===== src/rtl/keypad_pkg.sv =====
// Shared definitions for the keypad scanner: key index arithmetic and the
// mapping from keypad keys to the downstream object-counter slots.
package keypad_pkg;

  typedef logic [3:0] obj_slot_t;

  // Keys 0..9 drive the counter stage's object slots in order.
  localparam obj_slot_t OBJ_SLOT [10] = '{
    4'd0, 4'd1, 4'd2, 4'd3, 4'd4, 4'd5, 4'd6, 4'd7, 4'd8, 4'd9
  };

  // Width of a key index; a single-key matrix still needs one bit.
  function automatic int key_idx_w(input int rows, input int cols);
    return (rows * cols > 1) ? $clog2(rows * cols) : 1;
  endfunction

  // Linear key index for a matrix position.
  function automatic int key_index(input int row, input int col, input int cols);
    return row * cols + col;
  endfunction

endpackage


===== src/rtl/keypad_debounce.sv =====
// Per-key frame debouncer: DEB_FRAMES-deep history, debounced level and
// press pulse. Optional auto-repeat counter when KEYPAD_AUTOREPEAT_EN is
// defined; without it each debounced press gives exactly one pulse.
module keypad_debounce #(
  parameter int DEB_FRAMES = 3
`ifdef KEYPAD_AUTOREPEAT_EN
  , parameter int REPEAT_FRAMES = 16
`endif
) (
  input  logic clk,
  input  logic rstn,
  input  logic clr,
  input  logic frame_tick,
  input  logic sample,
  output logic state,
  output logic press,
  output logic fire
);

  logic [DEB_FRAMES-1:0] hist;
  logic [DEB_FRAMES-1:0] hist_nxt;
  logic all_one;
  logic all_zero;
  logic rise;
  logic rpt;

  assign hist_nxt = {hist[DEB_FRAMES-2:0], sample};
  assign all_one  = &hist_nxt;
  assign all_zero = ~|hist_nxt;
  assign rise     = frame_tick && all_one && !state;

`ifdef KEYPAD_AUTOREPEAT_EN
  localparam int CW = $clog2(2 * REPEAT_FRAMES + 1);
  localparam logic [CW-1:0] RPT_FIRST = CW'(2 * REPEAT_FRAMES);
  localparam logic [CW-1:0] RPT_NEXT  = CW'(REPEAT_FRAMES);

  logic [CW-1:0] rcnt;

  // A repeat fires when the down-counter is at 1 and the key is still held.
  assign rpt = frame_tick && state && !all_zero && (rcnt == CW'(1));

  // Frames remaining until the next repeat pulse; idle at zero.
  always_ff @(posedge clk or negedge rstn) begin
    if (!rstn) begin
      rcnt <= '0;
    end else if (clr) begin
      rcnt <= '0;
    end else if (frame_tick) begin
      if (rise)
        rcnt <= RPT_FIRST;
      else if (!state || all_zero)
        rcnt <= '0;
      else if (rcnt == CW'(1))
        rcnt <= RPT_NEXT;
      else if (rcnt != '0)
        rcnt <= rcnt - 1'b1;
    end
  end
`else
  assign rpt = 1'b0;
`endif

  // Combinational pulse request, also used by the top for key_code.
  assign fire = !clr && (rise || rpt);

  // History shift and debounced level update once per frame.
  always_ff @(posedge clk or negedge rstn) begin
    if (!rstn) begin
      hist  <= '0;
      state <= 1'b0;
      press <= 1'b0;
    end else if (clr) begin
      hist  <= '0;
      state <= 1'b0;
      press <= 1'b0;
    end else begin
      press <= fire;
      if (frame_tick) begin
        hist <= hist_nxt;
        if (all_one)
          state <= 1'b1;
        else if (all_zero)
          state <= 1'b0;
      end
    end
  end

endmodule


===== src/rtl/keypad_scan.sv =====
// Matrix keypad scanner: drives one row low at a time, samples the
// synchronized columns at the end of each row dwell, and debounces every key
// per frame. Optional feature macro: KEYPAD_AUTOREPEAT_EN (auto-repeat).
module keypad_scan
  import keypad_pkg::*;
#(
  parameter int ROWS          = 4,
  parameter int COLS          = 4,
  parameter int SCAN_DIV      = 50000,
  parameter int DEB_FRAMES    = 3,
  parameter int REPEAT_FRAMES = 16
) (
  input  logic                                clk,
  input  logic                                rstn,
  input  logic                                scan_en,
  input  logic [COLS-1:0]                     col_n,
  output logic [ROWS-1:0]                     row_n,
  output logic [ROWS*COLS-1:0]                key_state,
  output logic [ROWS*COLS-1:0]                key_press,
  output logic [key_idx_w(ROWS, COLS)-1:0]    key_code,
  output logic                                key_valid
);

  localparam int NK = ROWS * COLS;
  localparam int KW = key_idx_w(ROWS, COLS);
  localparam int RW = (ROWS > 1) ? $clog2(ROWS) : 1;
  localparam int DW = $clog2(SCAN_DIV);
  localparam logic [RW-1:0] R_LAST = RW'(ROWS - 1);
  localparam logic [DW-1:0] D_LAST = DW'(SCAN_DIV - 1);

  if (SCAN_DIV < 4 || DEB_FRAMES < 2 || DEB_FRAMES > 8 || REPEAT_FRAMES < 1) begin : g_bad_param
    $error("keypad_scan: parameter out of range");
  end

  logic [COLS-1:0] col_s1;
  logic [COLS-1:0] col_s2;
  logic            active;
  logic [RW-1:0]   r;
  logic [DW-1:0]   d;
  logic [NK-1:0]   snap;
  logic            frame_tick;
  logic [NK-1:0]   fire_v;
  logic [KW-1:0]   code_nxt;

  // Two-flop synchronizer; idle columns are pulled high.
  always_ff @(posedge clk or negedge rstn) begin
    if (!rstn) begin
      col_s1 <= '1;
      col_s2 <= '1;
    end else begin
      col_s1 <= col_n;
      col_s2 <= col_s1;
    end
  end

  // Row released entirely while disabled; otherwise one-hot-low on row r.
  assign row_n = active ? ~(ROWS'(1) << r) : '1;

  // Row dwell timer, row index, snapshot capture and frame tick.
  always_ff @(posedge clk or negedge rstn) begin
    if (!rstn) begin
      active     <= 1'b1;
      r          <= '0;
      d          <= '0;
      snap       <= '0;
      frame_tick <= 1'b0;
    end else if (!scan_en) begin
      active     <= 1'b0;
      r          <= '0;
      d          <= '0;
      snap       <= '0;
      frame_tick <= 1'b0;
    end else begin
      active     <= 1'b1;
      frame_tick <= 1'b0;
      if (d == D_LAST) begin
        snap[key_index(int'(r), 0, COLS) +: COLS] <= ~col_s2;
        d          <= '0;
        r          <= (r == R_LAST) ? '0 : r + 1'b1;
        frame_tick <= (r == R_LAST);
      end else begin
        d <= d + 1'b1;
      end
    end
  end

  for (genvar k = 0; k < NK; k++) begin : g_key
    keypad_debounce #(
      .DEB_FRAMES    (DEB_FRAMES)
`ifdef KEYPAD_AUTOREPEAT_EN
      , .REPEAT_FRAMES (REPEAT_FRAMES)
`endif
    ) u_deb (
      .clk        (clk),
      .rstn       (rstn),
      .clr        (!scan_en),
      .frame_tick (frame_tick),
      .sample     (snap[k]),
      .state      (key_state[k]),
      .press      (key_press[k]),
      .fire       (fire_v[k])
    );
  end

  // Lowest-numbered key among this cycle's pulse requests.
  always_comb begin
    code_nxt = '0;
    for (int k = NK - 1; k >= 0; k--) begin
      if (fire_v[k])
        code_nxt = KW'(k);
    end
  end

  // Code and qualifier registered alongside the per-key press flops.
  always_ff @(posedge clk or negedge rstn) begin
    if (!rstn) begin
      key_code  <= '0;
      key_valid <= 1'b0;
    end else begin
      key_code  <= code_nxt;
      key_valid <= |fire_v;
    end
  end

endmodule


===== config.mk =====
export PLATFORM = sky130hd
export DESIGN_NAME = keypad_scan
export DESIGN_NICKNAME = d
export VERILOG_FILES = /design/src/rtl/keypad_pkg.sv /design/src/rtl/keypad_debounce.sv /design/src/rtl/keypad_scan.sv
export SDC_FILE = /design/constraint.sdc
export NUM_CORES = 1
export LEC_CHECK = 0
export CORE_UTILIZATION = 50
export CTS_BUF_LIST = sky130_fd_sc_hd__clkbuf_8
export DETAILED_ROUTE_END_ITERATION = 10
export PLACE_DENSITY = 0.71
export SLEW_MARGIN = 20
export SYNTH_ARGS = -nofsm -noshare
export SYNTH_HDL_FRONTEND = slang
export SYNTH_SLANG_ARGS = --single-unit

===== constraint.sdc =====
create_clock -name clk -period 4.1 [get_ports clk]
set_clock_uncertainty 0.1 [all_clocks]
set_input_delay 0.82 -clock clk [delete_from_list [all_inputs] [get_ports clk]]
set_output_delay 0.82 -clock clk [all_outputs]
set_load 0.03 [all_outputs]

==> results.yml, run 1 <==
status:
  status: "finished, final reports clean"
power_and_ir_drop:
  clockPowerShare_pct: 48.1
  power.density_nw_per_um2: 379
  swShare_pct: 20.9
  power_frac_comb_pct: 2.3
  p_leak_nw: 2.57
  p_sw_mw: 0.478
  internal-power_mw: 1.80
  ir_drop_v: 0.000251
  power_frac_seq_pct: 49.6
finish:
  multi_input_area_sq_um: 2040
  antenna_cells: 0
  fillers: 858
  area.growth.synth_to_final_pct: 14.5
  layout.nets: 549
  register_area_sq_um: 2840
  drive_above_1_share_pct: 11.0
  finalNonFillerCells: 683
  final_cell_mix: "dfrtp_1, nor2_1, nand2_1, clkdlybuf4s50_1, mux2i_1"
  final_common_cell: "dfrtp_1"
placed_design:
  portBuffers: 47
  dp.final_hpwl_microns: 6530
  place_ws_ns: 1.31
  globalplace.congestion: 0.815
  dp_cells: 652
worst_setup_path:
  critPathSlowestCell: "clkdlybuf4s50_1"
  crit_type: "reg2out"
  slowest_delay_ns: 0.66
  cp_cell_sequence: "inv_1, ha_1, nand2_1, clkdlybuf4s50_1"
  critPathArrivalTime_ns: 2.08
  worstReg2RegStart: "frame_tick$_DFF_PN0_"
  r2r_cells: 5
  worst_setup_path_end_kind: "output pin"
  cp_max_fo: 8
  worstSetupStartpointType: "flop"
  critPathRequiredTime_ns: 3.18
  cp-startpoint: "r[0]$_DFFE_PN0P_"
drt:
  wl_microns: 9540
  routed_via_density: 5.28
  ant_nets: 0
  drc: 0
  dr.pass1.iters: 4
  wl_per_cell_microns: 14.0
  drtIter0Drc: 143
  dr_total_vias: 3603
run:
  cap_viol_max_count: 0
floorplanning:
  core_area_sq_um: 10200
  fp.dieW_microns: 104
  rows: 37
  pin_count: 48
  dieArea_sq_um: 10900
  die_h_microns: 104
  initial_utilization_pct: 51.3
timing:
  setup_viol_count_final: 0
  finalCritPeriodShare_pct: 73.1
  tns_ns: 0
  period_minus_slack_ns: 3.00
  grt_setup_unrepaired: "false"
  hold_viol: 0
  max_freq_mhz: 334
  fin_ws_ns: 1.10
  hold_ws_ns: 0.256
  worst-slew-pin-transition_ns: 0.734
  relSlewSlack_pct: 51.1
  slew_violations: 0
global_route:
  overflow: 0
  grt_start_max_net_pins: 84
  grt_usage_pct: 19.2
  antenna_found_initial: 0
  first_global_vias: 3457
  grt_first_pass_wirelength_microns: 16700
synth:
  yosys.area_share.simple_pct: 21.3
  syn-num-nets: 527
  synth_flop_cell: "dfrtp_1"
  synth_xor_area_share_pct: 2.34
  async_flop_share_pct: 100
  synth_cell_type_count: 45
  yosys.area_share.adder_pct: 1.67
  synth-edff-count: 0
  yosysWarnings: 0
  synth_cells: 513
  synth_area_sq_um: 5250
  yosys-mux-area-fraction_pct: 7.82
  synth_top_family_by_area: "simple AND/OR/NAND/NOR gates"
  synth_compound_area_share_pct: 5.70
  ys_seq_area_share_pct: 54.1
  syn_avg_cell_area_sq_um: 10.2
  ys_seq_elements: 113
clock_network:
  clk_latency_ns: 0.42
  root_buffer: "clkbuf_8"
  clk_path_buf_depth: 2
  cts_tree: "built"
  path_clk_slew_ns: 0.06
  clock_sinks: 113
  cts_setup_buffers: 0
  ctsResizeCount: 0
  holdBufCountCts: 0
  h-tree-depth: 4
  cts_made_buffers: 17
worst_hold_path:
  hold_path.class: "reg2reg"
  holdCritStartpoint: "col_s1[2]$_DFF_PN1_"
  min_path_cells: 0
-- cells by family (layout without fill, tap and decap cells) --
family                     count (synthesis)  count (layout)
DFF                                      113             113
adders and majority gates                  7               7
xor gates and xnor gates                  14              14
AOI/OAI and AO/OA                         52              52
muxes                                     40              40
and+or+nand+nor                          228             228
buffers and inverters                     59              93
-- critical path, delay by kind of cell (launching register included) --
| kind | cells | cell delay, ns |
|---|---|---|
| fa+ha+maj | 1 | 0.27 |
| simple gates | 1 | 0.08 |
| flops | 1 | 0.49 |
| buf+inv | 2 | 0.82 |
-- registers in the layout, indices dropped and copies added (netlist names) --
name / cells
active: 1
g_key.u_deb.press: 16
snap: 16
key_code: 4
key_valid: 1
g_key.u_deb.hist: 32
r: 2
col_s1: 4
g_key.u_deb.state: 16
d: 16
col_s2: 4
frame_tick: 1
-- Yosys cell counts (9+ instances only) --
library cell	number	share of area, %
o31ai_1	9	1.3
dfrtp_1	104	50
a21oi_1	22	2.1
buf_4	32	4.6
nand2_1	54	3.9
nor2_1	89	6.4
inv_1	9	0.64
mux2i_1	32	6.1
o21ai_0	16	1.5
nand3_1	16	1.5
clkbuf_1	9	0.64
and3_1	20	2.4
dfstp_2	9	4.5
nand4b_1	12	2.0
-- final timing paths --
kind	end	slack, ns
max	row_n[0]	1.10
min	col_s2[2]$_DFF_PN1_	0.26
max reg2reg	key_code[1]$_DFF_PN0_	1.88
min reg2reg	col_s2[2]$_DFF_PN1_	0.26
max in group asynchronous	col_s1[3]$_DFF_PN1_	2.79
min in group asynchronous	g_key[15].u_deb.hist[0]$_DFFE_PN0P_	0.32
-- layer usage --
layer	global-route usage, %	part of all wire, %
met2	29.8	47
met3	4.82	3.9
met4	7.14	1.0
met5	0	0
met1	26.2	48
-- through the flow --
stage	util (%)	cell area, sq um	total power [mW]
after floorplan	-	5250	1.17
after detailed placement	54.7	5590	1.21
after global routing	58.8	6010	2.37
after global placement	54.7	5590	1.20
after CTS	58.7	6010	2.31
final	58.8	6010	2.28
-- cell type report --
| cell class | count | area share (%) |
|---|---|---|
| well taps | 136 | 2.83 |
| flip-flops and latches | 113 | 47.2 |
| inverters | 10 | 0.624 |
| clock inverters | 13 | 2.83 |
| clock buffers | 18 | 4.12 |
| multi-input cells | 341 | 33.9 |
| repair buffers | 52 | 8.47 |
-- power groups by stage --
stage | Combinational, mW | Sequential [mW] | Clock [mW]
after floorplan | 0.0190 | 1.15 | 0
after global placement | 0.0528 | 1.15 | 0
after detailed placement | 0.0535 | 1.15 | 0
after CTS | 0.0536 | 1.13 | 1.12
after global routing | 0.0597 | 1.13 | 1.17
final | 0.0518 | 1.13 | 1.10
No activity file was read; power rests on OpenSTA's default activity.
==> run 2: changes to the inputs <==
--- a/config.mk
+++ b/config.mk
@@ -8,7 +8,7 @@
 export CORE_UTILIZATION = 50
 export CTS_BUF_LIST = sky130_fd_sc_hd__clkbuf_8
 export DETAILED_ROUTE_END_ITERATION = 10
-export PLACE_DENSITY = 0.71
+export PLACE_DENSITY = 0.74
 export SLEW_MARGIN = 20
 export SYNTH_ARGS = -nofsm -noshare
 export SYNTH_HDL_FRONTEND = slang
==> constraint.sdc (replaced) <==
create_clock -name clk -period 2.56 [get_ports clk]
set_clock_uncertainty 0.1 [all_clocks]
set_input_delay 0.512 -clock clk [delete_from_list [all_inputs] [get_ports clk]]
set_output_delay 0.512 -clock clk [all_outputs]
set_load 0.03 [all_outputs]
==> results.yml, run 2 (synthesis results as in run 1) <==
timing:
  period_minus_slack_ns: 2.45
  hold_viol: 0
  max_freq_mhz: 407
  grt_setup_unrepaired: "false"
  finalCritPeriodShare_pct: 95.9
  slew_violations: 0
  relSlewSlack_pct: 64.1
  tns_ns: 0
  setup_viol_count_final: 0
  worst-slew-pin-transition_ns: 0.535
power_and_ir_drop:
  p_leak_nw: 2.60
  power.density_nw_per_um2: 587
  ir_drop_v: 0.000494
  power.total_mw: 3.57
drt:
  ant_nets: 0
  dr.pass1.iters: 4
  wl_per_cell_microns: 14.2
  wl_microns: 9840
  dr_total_vias: 3670
  routed_via_density: 5.31
  drtIter0Drc: 167
  drc: 0
global_route:
  overflow: 0
  grt_first_pass_wirelength_microns: 17000
  grt_usage_pct: 19.7
  first_global_vias: 3601
  antenna_found_initial: 0
  grt_start_max_net_pins: 52
worst_setup_path:
  critPathArrivalTime_ns: 1.84
  reg2reg_to: "snap[10]$_DFFE_PN0P_"
  worstSetupStartpointType: "flop"
  r2r_cells: 6
  r2r_slack_ns: 0.61
  worst_setup_path_end_kind: "output pin"
  critPathRequiredTime_ns: 1.95
  cp_max_fo: 5
  crit_type: "reg2out"
  worstReg2RegStart: "d[0]$_DFF_PN0_"
clock_network:
  path_clk_slew_ns: 0.06
  root_buffer: "clkbuf_8"
  clk_latency_ns: 0.42
  clk_path_buf_depth: 2
  cts_setup_buffers: 0
  h-tree-depth: 4
  clock_sinks: 113
  cts_tree: "built"
  cts_made_buffers: 17
run:
  cap_viol_max_count: 0
finish:
  layout.nets: 557
  area.growth.synth_to_final_pct: 15.7
  drive_above_1_share_pct: 12.1
  top_register: "g_key.u_deb.hist"
  final_cell_mix: "dfrtp_1, nor2_1, nand2_1, clkdlybuf4s50_1, mux2i_1"
  finalNonFillerCells: 691
  fin_util_pct: 59.4
  fin_area_sq_um: 6070
  largest_register_ff_count: 32
  final_common_cell: "dfrtp_1"
  antenna_cells: 0
placed_design:
  dp_cells: 659
  portBuffers: 47
  post_dp_cell_area_sq_um: 5670
  globalplace.congestion: 0.871
  dp.final_hpwl_microns: 6800
status:
  status: "finished, final reports clean"
worst_hold_path:
  min_to: "col_s2[0]$_DFF_PN1_"
  hold_path.class: "reg2reg"
  min_path_cells: 0
  holdCritStartpoint: "col_s1[0]$_DFF_PN1_"
floorplanning:
  die_h_microns: 104
  fp.dieW_microns: 104
  rows: 37
  core_area_sq_um: 10200
  initial_utilization_pct: 51.3
  dieArea_sq_um: 10900
  pin_count: 48
-- run 2: routing by layer --
metal	global-route usage (%)	vias up	wire length (microns)
met3	4.45	17	471
li1	-	1776	-
met2	30.1	97	4660
met4	9.39	0	180
met5	0	-	0
met1	26.8	1780	4530
-- run 2: worst max path at each step --
stage / from / end / slack [ns] / cells after the start
after floorplan: scan_en / key_code[0]$_DFF_PN0_ / 0.72 / 6
after global placement: scan_en / key_valid$_DFF_PN0_ / 0.15 / 8
after detailed placement: scan_en / key_valid$_DFF_PN0_ / 0.06 / 8
after CTS: r[0]$_DFFE_PN0P_ / row_n[3] / 0.04 / 3
after global routing: r[1]$_DFFE_PN0P_ / row_n[1] / 0.03 / 4
final: r[1]$_DFFE_PN0P_ / row_n[1] / 0.11 / 4
-- run 2: power by group --
| part | total [mW] | leakage, nW | internal [mW] | switching (mW) |
|---|---|---|---|---|
| Combinational | 0.0910 | 0.860 | 0.0255 | 0.0655 |
| Clock | 1.66 | 0.196 | 0.965 | 0.697 |
| Sequential | 1.81 | 1.54 | 1.80 | 0.0107 |
| Total | 3.57 | 2.60 | 2.79 | 0.773 |
-- run 2: repair_timing --
item | 4_1_cts | 5_1_grt
pin swaps | 0 | 0
endpoints found under the hold margin | 33 | 0
resized for setup | 2 | 1
endpoints found under the setup margin | 2 | 1
hold buffers | 1 | 0
-- run 2: cell type report --
class                   instances  area [sq um]
inverters                      10          37.5
multi-input cells             341          2040
repair buffers                 60           593
clock inverters                13           146
fillers                       857          4160
well taps                     136           170
clock buffers                  18           248
flip-flops and latches        113          2840
-- run 2: per-stage QoR --
step | setup slack, ns | hold WS (ns)
after global placement | 0.149 | 0.248
after floorplan | 0.721 | 0.116
final | 0.105 | 0.256
after CTS | 0.0372 | 0.257
after detailed placement | 0.0634 | 0.247
after global routing | 0.0253 | 0.262
-- run 2: worst max-delay path: stages, from the launching register on --
cell	delay (ns)
dfrtp_1	0.42
inv_1	0.10
ha_1	0.19
nand2_1	0.05
clkdlybuf4s50_1	0.67
